===== src/rtl/pipelined_logic_gate.sv =====
// -----------------------------------------------------------------------------
// pipelined_logic_gate
// Bitwise N-input, W-bit logic gate with per-operand inversion bubbles and a
// runtime-selected operation. The result travels through PIPE_STAGES registers
// that each carry {data, valid, illegal}. The whole pipeline advances only
// while Tick=1.
//
// Ports:
//   Clock      - design clock, rising edge
//   Reset      - synchronous active-high reset, priority over Tick
//   Tick       - clock enable; pipeline advances only when 1
//   Inputs     - packed operands, operand i = Inputs[i*WIDTH +: WIDTH]
//   Op         - 0 AND, 1 NAND, 2 OR, 3 NOR, 4 XOR, 5 XNOR, 6/7 reserved
//   In_Valid   - qualifies Inputs/Op on the current cycle
//   Result     - registered gate result (holds last valid value)
//   Out_Valid  - Result holds a valid computed value
//   Illegal_Op - Result was computed with a reserved Op
//
// Optional build macro: GATE_STABLE_FILTER_EN adds a stability filter after
// the last stage; Result only changes after FILTER_CYCLES equal valid values.
// -----------------------------------------------------------------------------
module pipelined_logic_gate #(
   parameter int                    NUM_INPUTS    = 4,
   parameter int                    WIDTH         = 1,
   parameter logic [NUM_INPUTS-1:0] BubblesMask   = {NUM_INPUTS{1'b0}},
   parameter int                    PIPE_STAGES   = 1,
   parameter int                    FILTER_CYCLES = 2
) (
   input  logic                        Clock,
   input  logic                        Reset,
   input  logic                        Tick,
   input  logic [NUM_INPUTS*WIDTH-1:0] Inputs,
   input  logic [2:0]                  Op,
   input  logic                        In_Valid,
   output logic [WIDTH-1:0]            Result,
   output logic                        Out_Valid,
   output logic                        Illegal_Op
);

   localparam int LAST = PIPE_STAGES - 1;

   // Odd parity per bit position across all operands.
   function automatic logic [WIDTH-1:0] parity_fn(input logic [NUM_INPUTS*WIDTH-1:0] ops);
      logic [WIDTH-1:0] acc;
      acc = {WIDTH{1'b0}};
      for (int i = 0; i < NUM_INPUTS; i++) begin
         acc = acc ^ ops[i*WIDTH +: WIDTH];
      end
      return acc;
   endfunction

   logic [NUM_INPUTS*WIDTH-1:0] real_ops_s;
   logic [WIDTH-1:0]            and_s;
   logic [WIDTH-1:0]            or_s;
   logic [WIDTH-1:0]            xor_s;
   logic [WIDTH-1:0]            func_s;
   logic                        reserved_s;

   logic [WIDTH-1:0] data_r    [PIPE_STAGES];
   logic             valid_r   [PIPE_STAGES];
   logic             illegal_r [PIPE_STAGES];

   // Apply inversion bubbles and reduce operands to AND / OR / XOR terms.
   always_comb begin
      real_ops_s = Inputs;
      and_s      = {WIDTH{1'b1}};
      or_s       = {WIDTH{1'b0}};
      for (int i = 0; i < NUM_INPUTS; i++) begin
         real_ops_s[i*WIDTH +: WIDTH] = Inputs[i*WIDTH +: WIDTH] ^ {WIDTH{BubblesMask[i]}};
         and_s = and_s & real_ops_s[i*WIDTH +: WIDTH];
         or_s  = or_s  | real_ops_s[i*WIDTH +: WIDTH];
      end
      xor_s = parity_fn(real_ops_s);
   end

   // Operation select; reserved codes force an all-zero result.
   always_comb begin
      reserved_s = 1'b0;
      case (Op)
         3'd0:    func_s = and_s;
         3'd1:    func_s = ~and_s;
         3'd2:    func_s = or_s;
         3'd3:    func_s = ~or_s;
         3'd4:    func_s = xor_s;
         3'd5:    func_s = ~xor_s;
         default: begin
            func_s     = {WIDTH{1'b0}};
            reserved_s = 1'b1;
         end
      endcase
   end

   // Pipeline shift; an invalid slot clears valid but leaves the data register alone.
   always_ff @(posedge Clock) begin
      if (Reset) begin
         for (int k = 0; k < PIPE_STAGES; k++) begin
            data_r[k]    <= {WIDTH{1'b0}};
            valid_r[k]   <= 1'b0;
            illegal_r[k] <= 1'b0;
         end
      end else if (Tick) begin
         if (In_Valid) begin
            data_r[0] <= func_s;
         end
         valid_r[0]   <= In_Valid;
         illegal_r[0] <= In_Valid & reserved_s;
         for (int k = 1; k < PIPE_STAGES; k++) begin
            if (valid_r[k-1]) begin
               data_r[k] <= data_r[k-1];
            end
            valid_r[k]   <= valid_r[k-1];
            illegal_r[k] <= valid_r[k-1] & illegal_r[k-1];
         end
      end
   end

`ifdef GATE_STABLE_FILTER_EN
   localparam logic [3:0] FILT_MAX = 4'(FILTER_CYCLES);

   logic [WIDTH-1:0] cand_r;
   logic [WIDTH-1:0] res_r;
   logic [3:0]       cnt_r;
   logic [3:0]       cnt_next_s;
   logic             ov_r;
   logic             ill_r;

   // Next stability count: saturating increment on a repeat, restart at 1 on a change.
   always_comb begin
      if (data_r[LAST] == cand_r) begin
         if (cnt_r >= FILT_MAX) begin
            cnt_next_s = FILT_MAX;
         end else begin
            cnt_next_s = cnt_r + 4'd1;
         end
      end else begin
         cnt_next_s = 4'd1;
      end
   end

   // Filter state; outputs only move once the candidate has been stable long enough.
   always_ff @(posedge Clock) begin
      if (Reset) begin
         cand_r <= {WIDTH{1'b0}};
         cnt_r  <= 4'd0;
         res_r  <= {WIDTH{1'b0}};
         ov_r   <= 1'b0;
         ill_r  <= 1'b0;
      end else if (Tick && valid_r[LAST]) begin
         cand_r <= data_r[LAST];
         cnt_r  <= cnt_next_s;
         if (cnt_next_s == FILT_MAX) begin
            res_r <= data_r[LAST];
            ov_r  <= 1'b1;
            ill_r <= illegal_r[LAST];
         end
      end
   end

   assign Result     = res_r;
   assign Out_Valid  = ov_r;
   assign Illegal_Op = ill_r;
`else
   assign Result     = data_r[LAST];
   assign Out_Valid  = valid_r[LAST];
   assign Illegal_Op = illegal_r[LAST];
`endif

endmodule


===== config.mk =====
export PLATFORM = sky130hd
export DESIGN_NAME = pipelined_logic_gate
export DESIGN_NICKNAME = d
export VERILOG_FILES = /design/src/rtl/pipelined_logic_gate.sv
export SDC_FILE = /design/constraint.sdc
export NUM_CORES = 1
export LEC_CHECK = 0
export ABC_AREA = 1
export CORE_AREA = 2 2 39 41
export DETAILED_ROUTE_END_ITERATION = 10
export DIE_AREA = 0 0 41 43
export PLACE_DENSITY = 0.53
export SYNTH_ARGS = -nofsm -noshare
export SYNTH_HDL_FRONTEND = slang
export SYNTH_SLANG_ARGS = --single-unit

===== constraint.sdc =====
create_clock -name Clock -period 1.5 [get_ports Clock]
set_input_delay 0.225 -clock Clock [delete_from_list [all_inputs] [get_ports Clock]]
set_output_delay 0.225 -clock Clock [all_outputs]
set_load 0.01 [all_outputs]

Word-level counts from Yosys, hierarchy flattened
Memories as Yosys holds them, arrays and structs flattened.
Cells that the tools add are included.
- register bits after elaboration: 0
- bits of input ports: 11
- memory bits (writable): 3
- output and inout bits: 3
- word-level logic and storage cells: 43
- memories: 3
- reductions and logical operators: 5
- multiplexer cells: 17
- bitwise logic cells: 13
- equality and inequality tests: 5
- memories (name ; depth ; bits a word ; rd ports ; clocked after Yosys merged registers in ; write ports ; RTL line ; RTL):
    data_r ; 1 ; 1 ; 1 ; 0 ; 1 ; 59 ; logic [WIDTH-1:0] data_r [PIPE_STAGES];
    illegal_r ; 1 ; 1 ; 1 ; 0 ; 1 ; 61 ; logic illegal_r [PIPE_STAGES];
    valid_r ; 1 ; 1 ; 1 ; 0 ; 1 ; 60 ; logic valid_r [PIPE_STAGES];
- operators by type and width (cell ; count):
    two-way mux 1 bit ; 16
    == test 3 x 2 -> 1 bit (second input constant) ; 2
    == test 3 bit (second input constant) ; 2
    one-hot mux 1 bit (6 select lines) ; 1
    OR reduction 6 bit ; 1
    AND 1 bit ; 4
    == test 3 x 1 -> 1 bit (second input constant) ; 1
    logical NOT 3 bit ; 1
    NOT 1 bit ; 3
    OR 1 bit ; 3
    OR reduction 1 bit ; 3
    XOR 1 bit ; 3

Depth between registers and ports, before layout
- word-level depth: 6
- mapped depth: 10
- depth with buffers taken out: 10

Worst setup path before layout
Ideal clock, no wire load.
- path kind: in2reg
- start point: input port Inputs[0]
- end point: memory data_r[0], data pin
- setup time: 256 ps
- data arrival time: 922 ps
- slack: 322 ps
- required time: 1244 ps
- stages: 10
- path buffers: 0
- path through: inv_1 ha_1 inv_1 nand2_2 nand2_1 nand2_1 nand2_1 nand2_1 nand2_1 a21oi_1
- cells in the longest elaborated chain, start to end: 6
- elaborated cells on any way between the ends: 14
- those cells by class: mux (2); bitwise (12)
- ends and longest elaborated chain (item ; RTL line ; RTL):
    start, declared ; 32 ; input logic [NUM_INPUTS*WIDTH-1:0] Inputs,
    XOR 1 bit (tied with other cells) (3 in a row) ; 47 ; acc = acc ^ ops[i*WIDTH +: WIDTH];
    NOT 1 bit, on equally long branches ; 85, 81, 83 ;
    one-hot mux 1 bit (6 select lines) * ; 79 ; case (Op)
    two-way mux 1 bit (no line) * ; - ;
    end, declared ; 59 ;
Every way passes the cells marked *; elsewhere a longest branch is shown, timed or not.

Final worst setup path
- start point: memory illegal_r[0]
- end point: output port Illegal_Op
- cells in the longest elaborated chain, start to end: 1
- ends and longest elaborated chain (item ; RTL line ; RTL):
    start, declared ; 61 ;
    memory read (1 x 1 bit) ; - ;
    end, declared ; 37 ; output logic Illegal_Op
Every way passes these cells.

==> summary.txt <==
outcome: complete, no violations
pin count of the biggest net entering global routing: 6
Post-Synthesis Cells: 51
Initial DRC Count: 1
Layout area overhead: 63.9%
type of the worst setup path: flop to output port
Setup TNS: 0 ns
xor-xnor portion of the synthesized cell area: 0%
placed inst area: 462 sq um
post-synthesis mux area share: 0%
Post-Syn Nets: 64
main combinational cell family by area after synthesis: simple AND/OR/NAND/NOR gates
CTS H-tree lvls: 1
Clk Tree Root Cell: clkbuf_4
adder and majority gate portion of the synthesized area: 8.03%
detailed-route DRC error count: 0
mapped cell area: 312 sq um
Req. time, crit path: 1.27 ns
Via Count: 341
CP cell instances: clkdlybuf4s50_1
nets: 82
HPWL after DPL: 529 um
slew of the pin with the lowest slew margin: 0.242 ns
post-place setup slack: -0.232 ns
Synth area leaders: edfxtp_1 29%, nand2_1 18%, inv_1 13%, nand3_1 9.6%, ha_1 8.0%
layout cell share with drive strength beyond 1: 17.6%
cts repair resizes: 0
first-pass GRT wire length: 1110 um
Hold Fails Final Rpt: 0
Fmax: 772 MHz
Crit-path slowest cell: clkdlybuf4s50_1
antenna cells: 0
Bufs and invs on worst path: 1
design area: 510 sq um
chip width: 41 um
vias in the first global route: 335
Post-synth EDFFs: 3
worst setup margin: 0.205 ns
TritonCTS Buffers: 3
vias per cell: 4.06
Syn. warnings: 0
CP Capture Type: output port
routed len/inst: 7.88 um
Final Max Slew Viols: 0
max_cap viols: 0
Worst path max stage delay: 0.53 ns
min Tclk post-route: 1.30 ns
gpl congestion: 0.705
top-count cell post-synth: nand2_1
Starting Density: 22.5%
Ports: 14
startpoint type of the worst setup path: flop
Synth Area in Compound Gates: 3.21%
Post CTS Setup Buffer Count: 0
Pre-Repair DR Iteration Count: 2
Avg Cell Area, Syn: 6.11 sq um
Synth top area share: 28.9%
Slew HR: 83.7%
Worst VDD drop: 0.000180 V
RSZ-0062 raised after global routing: false
fin crit share: 86.3%
synth cell count leaders: 15 x nand2_1, 11 x inv_1, 6 x nand3_1
Worst Setup SP: illegal_r[0]$_DFFE_PP_
CTS Hold Buffers Added: 0
final setup fails: 0
die height: 43 um
Post-Layout Cell Count: 84
port bufs: 13
global route total overflow: 0
simple-gate share of the synthesized area: 43.0%
Synth Register Bits: 3
sequential-to-total area share from yosys stat: 28.9%
HP Start: In_Valid
clk buf depth: 2
post-route ant nets: 0
die footprint: 1760 sq um
Hold Path Class: primary input to flop
CTS tree: done
Pleak: 0.000276 uW
final wirelength: 662 um
Synth Flop Type: edfxtp_1
initial antenna violation count: 0
dpl cells: 80
asr flop ratio synth: 0%
PD cells: 665 nW/um^2
critical path arrival: 1.07 ns
Worst Path Max Fanout: 1
clock-pin slew on the worst setup and hold paths: 0.03 ns
std cell rows: 14
Global Route Usage Sum: 9.53%
Yosys top cell by area: edfxtp_1
core area: 1380 sq um
fin util: 36.9%
CP top delay family: buffers and inverters
Distinct cells, synth: 13
clock sink count: 3
-- area by class of cell --
| class | count | area, sq um |
|---|---|---|
| Multi-Input combinational cell | 34 | 186 |
| Fill cell | 160 | 873 |
| Clock buffer | 4 | 26.3 |
| Tap cell | 16 | 20.0 |
| Inverter | 14 | 52.6 |
| Timing Repair Buffer | 13 | 135 |
| Sequential cell | 3 | 90.1 |
-- tightest hold or removal path, cell delays in order --
cell and delay [ns]:
clkdlybuf4s50_1 0.40, inv_1 0.08, nor3_2 0.05
-- power breakdown --
group | total [uW] | switching, uW | internal (uW)
Sequential | 101 | 1.50 | 99.9
Clock | 139 | 39.1 | 99.5
Combinational | 99.4 | 46.9 | 52.5
-- cells by family after synthesis --
kind of cell,after synthesis
buf+inv,14
compound gates,2
simple gates,30
fa+ha+maj,2
flops,3
-- placed cells by master, fill, tap and decap left out --
cell,n
nand2_1,15
clkdlybuf4s50_1,11
inv_1,10
nand3_1,5
nor2_1,5
inv_2,4
clkbuf_4,3
edfxtp_1,3
dlymetal6s2s_1,2
nor2_2,1
nor3_2,1
nor4_1,1
nand2_2,1
nand3_2,1
a21oi_1,1
o21ai_0,1
ha_4,1
ha_1,1
clkbuf_1,1
-- worst paths after layout --
| check | end | slack [ns] | cells past startpoint |
|---|---|---|---|
| setup / recovery | Illegal_Op | 0.20 | 1 |
| hold / removal | valid_r[0]$_DFFE_PP_ | 0.70 | 3 |
-- flip-flops by register name, indices dropped and copies added, names as in the netlist --
signal / flops
data_r: 1
illegal_r: 1
valid_r: 1
-- metal layers --
| metal | up-vias | share of wire, % | track usage, % |
|---|---|---|---|
| met4 | 0 | 0 | 10.0 |
| met5 | - | 0 | 0 |
| met2 | 8 | 59 | 15.6 |
| met1 | 144 | 36 | 8.65 |
| met3 | 0 | 4.5 | 1.57 |
| li1 | 189 | - | - |
-- through the flow --
| step | power [uW] | hold WS [ns] |
|---|---|---|
| 3_3_place_gp | 196 | 0.922 |
| 6_report | 339 | 0.701 |
| 4_1_cts | 343 | 0.695 |
| 5_1_grt | 368 | 0.714 |
| 2_1_floorplan | 147 | 0.420 |
| 3_5_place_dp | 198 | 0.922 |
Power figures use the tool's default switching activity.
